$ cat config.mk
export PLATFORM = sky130hd
export DESIGN_NAME = seg_scan_driver
export DESIGN_NICKNAME = d
export VERILOG_FILES = /design/src/rtl/seg_scan_driver.sv
export SDC_FILE = /design/constraint.sdc
export NUM_CORES = 1
export LEC_CHECK = 0
export CAP_MARGIN = 25
export CORE_AREA = 2 2 72 74
export CTS_BUF_LIST = sky130_fd_sc_hd__clkbuf_8
export DETAILED_ROUTE_END_ITERATION = 16
export DIE_AREA = 0 0 74 76
export GPL_TIMING_DRIVEN = 0
export PLACE_DENSITY = 0.86
export SYNTH_ARGS = -nofsm -noshare
export SYNTH_HDL_FRONTEND = slang
export SYNTH_SLANG_ARGS = --single-unit
export TNS_END_PERCENT = 50
$ cat constraint.sdc
create_clock -name clk -period 2.9 [get_ports clk]
set_input_delay 0.58 -clock clk [delete_from_list [all_inputs] [get_ports clk]]
set_output_delay 0.58 -clock clk [all_outputs]
set_load 0.05 [all_outputs]
$ cat src/rtl/seg_scan_driver.sv
// seg_scan_driver: multiplexed DIGITS-wide hex display driver.
// A prescaled scan counter steps one digit per PRESCALE cycles. A
// ready/load handshake captures the value to show next. Optional
// leading-zero blanking is included.
// Optional feature macro: SEG_SCAN_DP_EN adds the dp_mask input and the
// dp output (decimal point per digit).
module seg_scan_driver #(
    parameter int DIGITS   = 4,
    parameter int PRESCALE = 1000
) (
    input  logic                  clk,
    input  logic                  rst_n,
    input  logic                  en,
    input  logic                  load,
    input  logic [4*DIGITS-1:0]   value,
    input  logic                  blank_lz,
`ifdef SEG_SCAN_DP_EN
    input  logic [DIGITS-1:0]     dp_mask,
    output logic                  dp,
`endif
    output logic                  ready,
    output logic                  upd_done,
    output logic [DIGITS-1:0]     an,
    output logic [6:0]            seg
);

    localparam int PW = (PRESCALE > 1) ? $clog2(PRESCALE) : 1;
    localparam int IW = (DIGITS > 1) ? $clog2(DIGITS) : 1;
    localparam logic [PW-1:0] PMAX = PW'(PRESCALE - 1);
    localparam logic [IW-1:0] IMAX = IW'(DIGITS - 1);

    logic [PW-1:0]         pcnt;
    logic [IW-1:0]         idx;
    logic [4*DIGITS-1:0]   disp_reg;
    logic [4*DIGITS-1:0]   pend_reg;
    logic                  pend;
    logic                  xfer_d;
    logic                  tick;
    logic                  wrap;
    logic [3:0]            nib;
    logic [DIGITS-1:0]     zero_up;
    logic                  blank_now;
    logic [DIGITS-1:0]     an_next;
`ifdef SEG_SCAN_DP_EN
    logic [DIGITS-1:0]     pend_dp;
    logic [DIGITS-1:0]     disp_dp;
`endif

    // Hex nibble to active-high segments {a,b,c,d,e,f,g}.
    function automatic logic [6:0] hex_decode(input logic [3:0] n);
        case (n)
            4'h0: hex_decode = 7'h7E;
            4'h1: hex_decode = 7'h30;
            4'h2: hex_decode = 7'h6D;
            4'h3: hex_decode = 7'h79;
            4'h4: hex_decode = 7'h33;
            4'h5: hex_decode = 7'h5B;
            4'h6: hex_decode = 7'h5F;
            4'h7: hex_decode = 7'h70;
            4'h8: hex_decode = 7'h7F;
            4'h9: hex_decode = 7'h7B;
            4'hA: hex_decode = 7'h77;
            4'hB: hex_decode = 7'h1F;
            4'hC: hex_decode = 7'h4E;
            4'hD: hex_decode = 7'h3D;
            4'hE: hex_decode = 7'h4F;
            default: hex_decode = 7'h47;
        endcase
    endfunction

    // Handshake: ready is high exactly when no value is pending. A load
    // sampled with ready=1 at a rising edge is accepted. A load sampled with
    // ready=0 is dropped, and the requester must retry later.
    assign ready = ~pend;

    // Slot end and frame end (wrap) strobes; both are qualified by en.
    always_comb begin
        tick = en && (pcnt == PMAX);
        wrap = tick && (idx == IMAX);
    end

    // Prescaler and digit index; both hold while scanning is disabled.
    always_ff @(posedge clk) begin
        if (!rst_n) begin
            pcnt <= '0;
            idx  <= '0;
        end else if (en) begin
            if (tick) begin
                pcnt <= '0;
                idx  <= (idx == IMAX) ? '0 : idx + IW'(1);
            end else begin
                pcnt <= pcnt + PW'(1);
            end
        end
    end

    // Load capture and frame-boundary transfer. A wrap with pend=1 moves
    // the pending value into the display. The pulse is delayed twice so
    // that upd_done lines up with the first registered output of the new
    // digit 0.
    always_ff @(posedge clk) begin
        if (!rst_n) begin
            disp_reg <= '0;
            pend_reg <= '0;
            pend     <= 1'b0;
            xfer_d   <= 1'b0;
            upd_done <= 1'b0;
`ifdef SEG_SCAN_DP_EN
            pend_dp  <= '0;
            disp_dp  <= '0;
`endif
        end else begin
            xfer_d   <= wrap && pend;
            upd_done <= xfer_d;
            if (wrap && pend) begin
                disp_reg <= pend_reg;
                pend     <= 1'b0;
`ifdef SEG_SCAN_DP_EN
                disp_dp  <= pend_dp;
`endif
            end else if (load && !pend) begin
                pend_reg <= value;
                pend     <= 1'b1;
`ifdef SEG_SCAN_DP_EN
                pend_dp  <= dp_mask;
`endif
            end
        end
    end

    // Current nibble, leading-zero map (bit k set when nibbles k..top are
    // all zero), blanking decision and one-hot digit select.
    always_comb begin : sel_logic
        logic run;
        nib     = disp_reg[4*idx +: 4];
        run     = 1'b1;
        zero_up = '0;
        for (int k = DIGITS - 1; k >= 0; k--) begin
            run        = run & (disp_reg[4*k +: 4] == 4'h0);
            zero_up[k] = run;
        end
        blank_now   = blank_lz && (idx != '0) && zero_up[idx];
        an_next     = '0;
        an_next[idx] = 1'b1;
    end

    // Registered display outputs; they go dark on the edge after en drops.
    always_ff @(posedge clk) begin
        if (!rst_n || !en) begin
            an  <= '0;
            seg <= '0;
`ifdef SEG_SCAN_DP_EN
            dp  <= 1'b0;
`endif
        end else begin
            an  <= an_next;
            seg <= blank_now ? 7'h00 : hex_decode(nib);
`ifdef SEG_SCAN_DP_EN
            dp  <= disp_dp[idx];
`endif
        end
    end

endmodule

==> results summary, run 1 <==
The number of antenna violations at the first check in global routing is 0. The via count of the first global-routing pass is 1904. Setup repair after global routing left no endpoint under its margin. The setup slack at placement came out at 0.310 ns.

The aggregate global routing overflow came out at 0. In this run the cell area measured after placement is 3000 sq um. The min-delay analysis places its worst path in the category flip-flop to flip-flop. The dominant cell type by area after synthesis is sky130_fd_sc_hd__dfxtp_1. The signal on the critical path passes through buf_4 -> mux4_2 -> ha_1 -> or3_1 -> a311oi_1. The number of instances in the synthesized netlist is 263. The number of detailed-routing iterations run before antenna repair came out at 5. After detailed routing, the number of vias per cell comes to 5.13.

The commonest cells after synthesis are sky130_fd_sc_hd__dfxtp_1 (58), sky130_fd_sc_hd__nand2_1 (41), sky130_fd_sc_hd__a21boi_0 (19), sky130_fd_sc_hd__a22o_1 (16), sky130_fd_sc_hd__ha_1 (12). The register with the most flip-flops in the layout has 17 of them. The critical path data required time came out at 3.13 ns.

The total chip power is 1.61 mW. The height of the chip came out at around 76 um. The area inside the core boundary is 4910 sq um. TritonCTS built the clock tree.

The transition time at the pin with the least slew margin is 0.819 ns. The critical path class is flip-flop to flip-flop. The netlist area before placement is 2580 sq um. The minimum setup slack in the final design is 0.570 ns. Measured against its own limit, the worst slew margin works out to 0.451. The number of max-cap violations is 0. The share of the Yosys chip area taken by registers is 0.450. After synthesis, the cell types taking the most area are sky130_fd_sc_hd__dfxtp_1 (45%), sky130_fd_sc_hd__nand2_1 (6.0%), sky130_fd_sc_hd__ha_1 (5.8%). By instance count, the leading cell after synthesis is sky130_fd_sc_hd__dfxtp_1. Clock-pin slew was measured on the worst setup and hold paths at 0.06 ns. The cell family contributing the most delay on the critical path is multiplexers. IR analysis of the VDD net gives a maximum drop of 0.338 mV. The worst path in the final design needs a cycle of 2.33 ns, including I/O delays and setup.

The x dimension of the die came out at approximately 74 um. Counting distinct cell types in the post-synthesis netlist gives 41. The async set or reset register ratio after synthesis came out at 0.

The finished cells cover 3180 sq um. The placer congestion estimate is 0.829. After synthesis, the mean cell area works out to 9.81 sq um. The clock tree synthesis step divided the H-tree into 3 levels. The final number of max-transition violations is 0.

The signed area change from the synthesized netlist to the final layout is 23.1%. For this run, the post-layout net count is 340. The total vias in the final route came out at 1948.

The sum of negative setup slack came out at 0 ns. Between clock sinks in the finished design, the worst skew comes to 0.00973 ns. The global-route usage over all layers is 0.196.

The initial utilization of the core area, before any placement, comes to 0.525. The utilization of the core after routing came out at 0.646. Post-CTS repair changed the size of 0 cells.

For this run, design rule violations remaining after detail routing come to 0. The average wire per standard cell came out at 12.7 um. The static leakage power came out at 1.20 nW. The number of hold violations in the final report is 0. The die covers 5620 sq um. The later pin in the worst-skew pair is clocked with a latency of around 0.34 ns. The tree is rooted in a sky130_fd_sc_hd__clkbuf_8. The final non-filler cell total is 380. The number of synthesized flops with an enable pin is 0.

The repair_antennas step left the layout with diodes totalling 0. In the final layout, the share of cells above drive strength 1 is 0.0935. The flow ran to the end, and the final reports show no timing, DRC or antenna violations. The post-CTS setup buffer count is 0.

The worst setup path is captured at a flip-flop. The number of top-level pins is 34. During synthesis, Yosys emitted a total of 0 warnings. The fraction of synthesized cell area taken by the top area cell type is 0.450. The number of clock buffers inserted by TritonCTS came out at 9. Summed over all nets, the half-perimeter wirelength after detailed placement is around 3500 um. The detailed router's first-iteration violation count came out at 137. For this design the ratio of total power to cell area is 506 nW/um^2. The synthesized net count came out at around 300. The cell count after placement came out at 366. Final hold analysis gives a worst-case slack of 0.439 ns. The slowest stage of the critical path belongs to the cell sky130_fd_sc_hd__mux4_2. Among all flip-flop cells after synthesis, the most frequent one is sky130_fd_sc_hd__dfxtp_1. The clock sink total is 58.

The largest net degree at the start of global routing is 11. The longest individual stage delay on the worst path is around 0.57 ns. The worst setup path is launched from a flip-flop. Summed over all layers, the routed wires come to 4830 um. The post-route clock period utilization came out at 0.803. The number of core rows came out at 26. The number of setup violations in the final report came out at 0. Timing would allow up to 0.429 GHz. Of all nets on the critical path, the largest fanout is 10.

The count of hold buffers inserted by post-cts repair came out at 0. The critical path arrival came out at 2.56 ns. The number of buffer cells added on primary ports came out at 33. The first global-routing pass estimated 8620 um of wire. The worst-case clock buffer depth is 2.

The count of buffer and inverter cells on the critical path is 1. Once detail routing completed, the nets flagged for antenna violations numbered 0. The total of flip-flops plus latches after synthesis came out at 58.
layer usage:
metal	up-vias	part of all wire	routed length, um	global-route usage
li1	1008	-	-	-
met1	893	0.46	2210	0.237
met2	39	0.49	2370	0.320
met3	8	0.034	164	0.0476
met4	0	0.018	87	0.0982
met5	-	0	0	0
area by class of cell:
| type | count | area (sq um) |
|---|---|---|
| Fill cell | 410 | 1740 |
| Multi-Input combinational cell | 180 | 1300 |
| Sequential cell | 58 | 1160 |
| Timing Repair Buffer | 33 | 330 |
| Clock buffer | 12 | 165 |
| Tap cell | 70 | 87.6 |
| Buffer | 15 | 85.1 |
| Inverter | 10 | 37.5 |
| Clock inverter | 2 | 12.5 |
cell usage in the layout, fill, tap and decap left out, drive strengths merged, types with 8 or more instances in the layout:
cell type,instances
mux2i,9
nor2,11
ha,12
nand2,41
clkdlybuf4s50,33
a22o,16
a21boi,19
clkbuf,20
dfxtp,58
xor2,8
inv,10
worst paths after layout:
kind / slack, ns / depth (start not counted) / start / to
max: 0.57 / 5 / idx[0] / seg[6]
min: 0.44 / 1 / xfer_d / upd_done
max reg2reg: 0.57 / 5 / idx[0] / seg[6]
min reg2reg: 0.44 / 1 / xfer_d / upd_done
report_power, final:
group          total (mW)  internal [mW]  switching, mW
clock network       0.662          0.368          0.293
registers           0.828          0.818         0.0106
logic               0.117         0.0544         0.0625
total                1.61           1.24          0.367
kinds of logic after synthesis:
kind of cell / share of synthesized area
flip-flops: 0.450
adder cells (fa/ha/maj): 0.0582
multiplexers: 0.0698
AND/OR/NAND/NOR: 0.192
XOR/XNOR: 0.0339
AO/OA/AOI/OAI: 0.149
buffers and inverters: 0.0475
(Power assumes the default switching activity.)
==> run 2: changes to the inputs <==
Clock period 2.9 ns to 2.4 ns, I/O delays scaled along.
==> results summary, run 2 (synthesis results as in run 1) <==
The area inside the core boundary is 4910 sq um. The total die area came out at 5620 sq um. Setup violations remaining at the end of the flow were counted as 0. Setup repair after global routing left no endpoint under its margin. From left edge to right edge, the die measures 74 um. The signal on the critical path passes through buf_4 -> mux4_2 -> ha_1 -> or3_1 -> a311oi_1.

No sink is reached through more buffers than the 2 on the longest clock path. The logic depth of the worst register-to-register path came out at 5. The endpoint class of the critical path is a flip-flop. The area growth from synthesis to layout is 23.3%. In this run the static leakage power is 1.20 nW. The cell depth of the worst hold path is 1. The placer congestion estimate came out at 0.829. The fraction of final layout cells with drive strength greater than 1 came out at 0.100. The via count of the first global-routing pass was 1904. In the routed layout, each cell is associated on average with a via count of 5.12. The count of hold buffers inserted by post-cts repair is 0. The TritonCTS clock tree is done. The clock latency on the worst-skew pair is 0.34 ns. The count of inserted antenna diode cells came out at 0. The number of antenna violations at the first check in global routing came out at 0.

Dividing the final minimum period by the clock period gives 0.921. The final number of max-transition violations came out at 0. The number of top-level pins came out at 34. The remaining antenna violation count after routing is 0. The critical path data required time is 2.63 ns. The flop-to-flop setup slack came out at 0.19 ns. The sum of negative setup slack came out at 0 ns.

The clock sink total came out at between 50 and 60. The peak ir drop on the vdd network is 0.410 mV. The capture endpoint of the worst hold path is upd_done.

The transition time at the pin with the least slew margin came out at 0.493 ns. The post-CTS setup buffer count came out at 0. In this run the tightest slew margin relative to its limit is 0.670. The kind of cell with the highest combined delay along the critical path is multiplexers. The library cells used most frequently in the layout, excluding fill and tap cells, are sky130_fd_sc_hd__dfxtp_1 (57), sky130_fd_sc_hd__nand2_1 (41), sky130_fd_sc_hd__clkdlybuf4s50_1 (33). The critical path class is flip-flop to flip-flop.

The tree is rooted in a sky130_fd_sc_hd__clkbuf_8. The fmax is 0.452 GHz. The number of clock buffers inserted by TritonCTS came out at 9. For this run, the share of the core covered by cells in the final layout is 0.648. The startpoint of the worst hold path is xfer_d. The startpoint kind of the worst setup timing path is a flip-flop. CTS built an H-tree with a depth of 3. The cell count after placement is roughly 370. The longest individual stage delay on the worst path came out at 0.57 ns.

The count of instances resized after the clock tree is built is 0. The post-route DRC violation count is 0. The half-perimeter wire length after detailed placement is between 3000 and 4000 um. The flip-flop count of the largest register after layout came out at 17.

The worst reg2reg path endpoint is seg[6]. The detailed router's first-iteration violation count is 145. The final clock skew is 0.00955 ns. The path class of the tightest hold or removal check is flip-flop to flip-flop. The clock transition time at the flip-flop clock pins of the worst setup and hold paths is 0.06 ns. The critical path arrival came out at approximately 2.5 ns. The height of the chip came out at 76 um. The tool flagged a number of max-cap violations equal to 0.

The aggregate global routing overflow is 0. The source of the worst register-to-register timing path is idx[0]. The largest net degree at the start of global routing came out at 11. For this design, the slowest cell found on the critical path is sky130_fd_sc_hd__mux4_2.

The number of hold violations in the final report is 0. The final non-filler cell total is 380. The average wire per standard cell came out at 12.7 um. The count of buffer and inverter cells on the critical path came out at 1.

The first global-routing pass estimated 8620 um of wire. Wires add up to 4810 um. The number of core rows came out at 26. The total vias in the final route is 1946.

The power density of the placed cells is 610 nW/um^2. The flow ran to the end, and the final reports show no timing, DRC or antenna violations. The critical-path maximum fanout came out at 10. Leaving out fill and tap cells, the most frequent cell in the layout is sky130_fd_sc_hd__dfxtp_1. The number of detailed-routing iterations run before antenna repair came out at 4.

The number of buffer cells added on primary ports came out at 33. The initial utilization of the core area, before any placement, comes to 0.525. The final layout contains 340 nets. For this run, the total global-route usage over all layers was measured as 0.196. The worst path in the final design needs a cycle of 2.21 ns, including I/O delays and setup.
## run 2: stage by stage
stage	total power [mW]	setup slack, ns	hold slack, ns	cell area, sq um
floorplan	1.10	0.297	0.412	2580
global placement	1.16	-0.0414	0.420	3000
detailed placement	1.16	-0.0904	0.429	3000
CTS	1.96	0.0545	0.446	3180
global route	2.02	0.0507	0.467	3180
finish	1.94	0.189	0.439	3180
## run 2: final cells by class
cell class	instances	area (sq um)
Clock inverter	2	12.5
Buffer	15	85.1
Multi-Input combinational cell	180	1300
Fill cell	409	1730
Clock buffer	12	165
Inverter	10	37.5
Timing Repair Buffer	33	330
Tap cell	70	87.6
Sequential cell	58	1160
## run 2: worst max path at each step
stage | end | startpoint | depth (start not counted) | slack [ns]
after global routing | seg[6] | idx[1] | 7 | 0.05
after detailed placement | disp_reg[14] | en | 7 | -0.09
after CTS | seg[6] | idx[0] | 5 | 0.05
final | seg[6] | idx[0] | 5 | 0.19
after floorplan | seg[6] | idx[0] | 5 | 0.30
after global placement | disp_reg[11] | en | 7 | -0.04
## run 2: power by group
group | internal (mW) | total (mW) | switching, mW | leakage (nW)
clock | 0.445 | 0.800 | 0.355 | 0.0903
combinational | 0.0657 | 0.141 | 0.0753 | 0.634
sequential | 0.988 | 1.00 | 0.0127 | 0.473
total | 1.50 | 1.94 | 0.443 | 1.20
## run 2: routing by layer
| metal | vias to the layer above | GRT usage | share of wire |
|---|---|---|---|
| met5 | - | 0 | 0 |
| met4 | 0 | 0.0982 | 0.019 |
| met3 | 8 | 0.0476 | 0.039 |
| met2 | 38 | 0.320 | 0.49 |
| met1 | 890 | 0.237 | 0.45 |
| li1 | 1010 | - | - |
==> run 3: changes to the inputs <==
Settings changed: ABC_CLOCK_PERIOD_IN_PS from default to 2400.
==> results of run 3 <==
Final layout, timing and power as in run 2 (identical DEF).
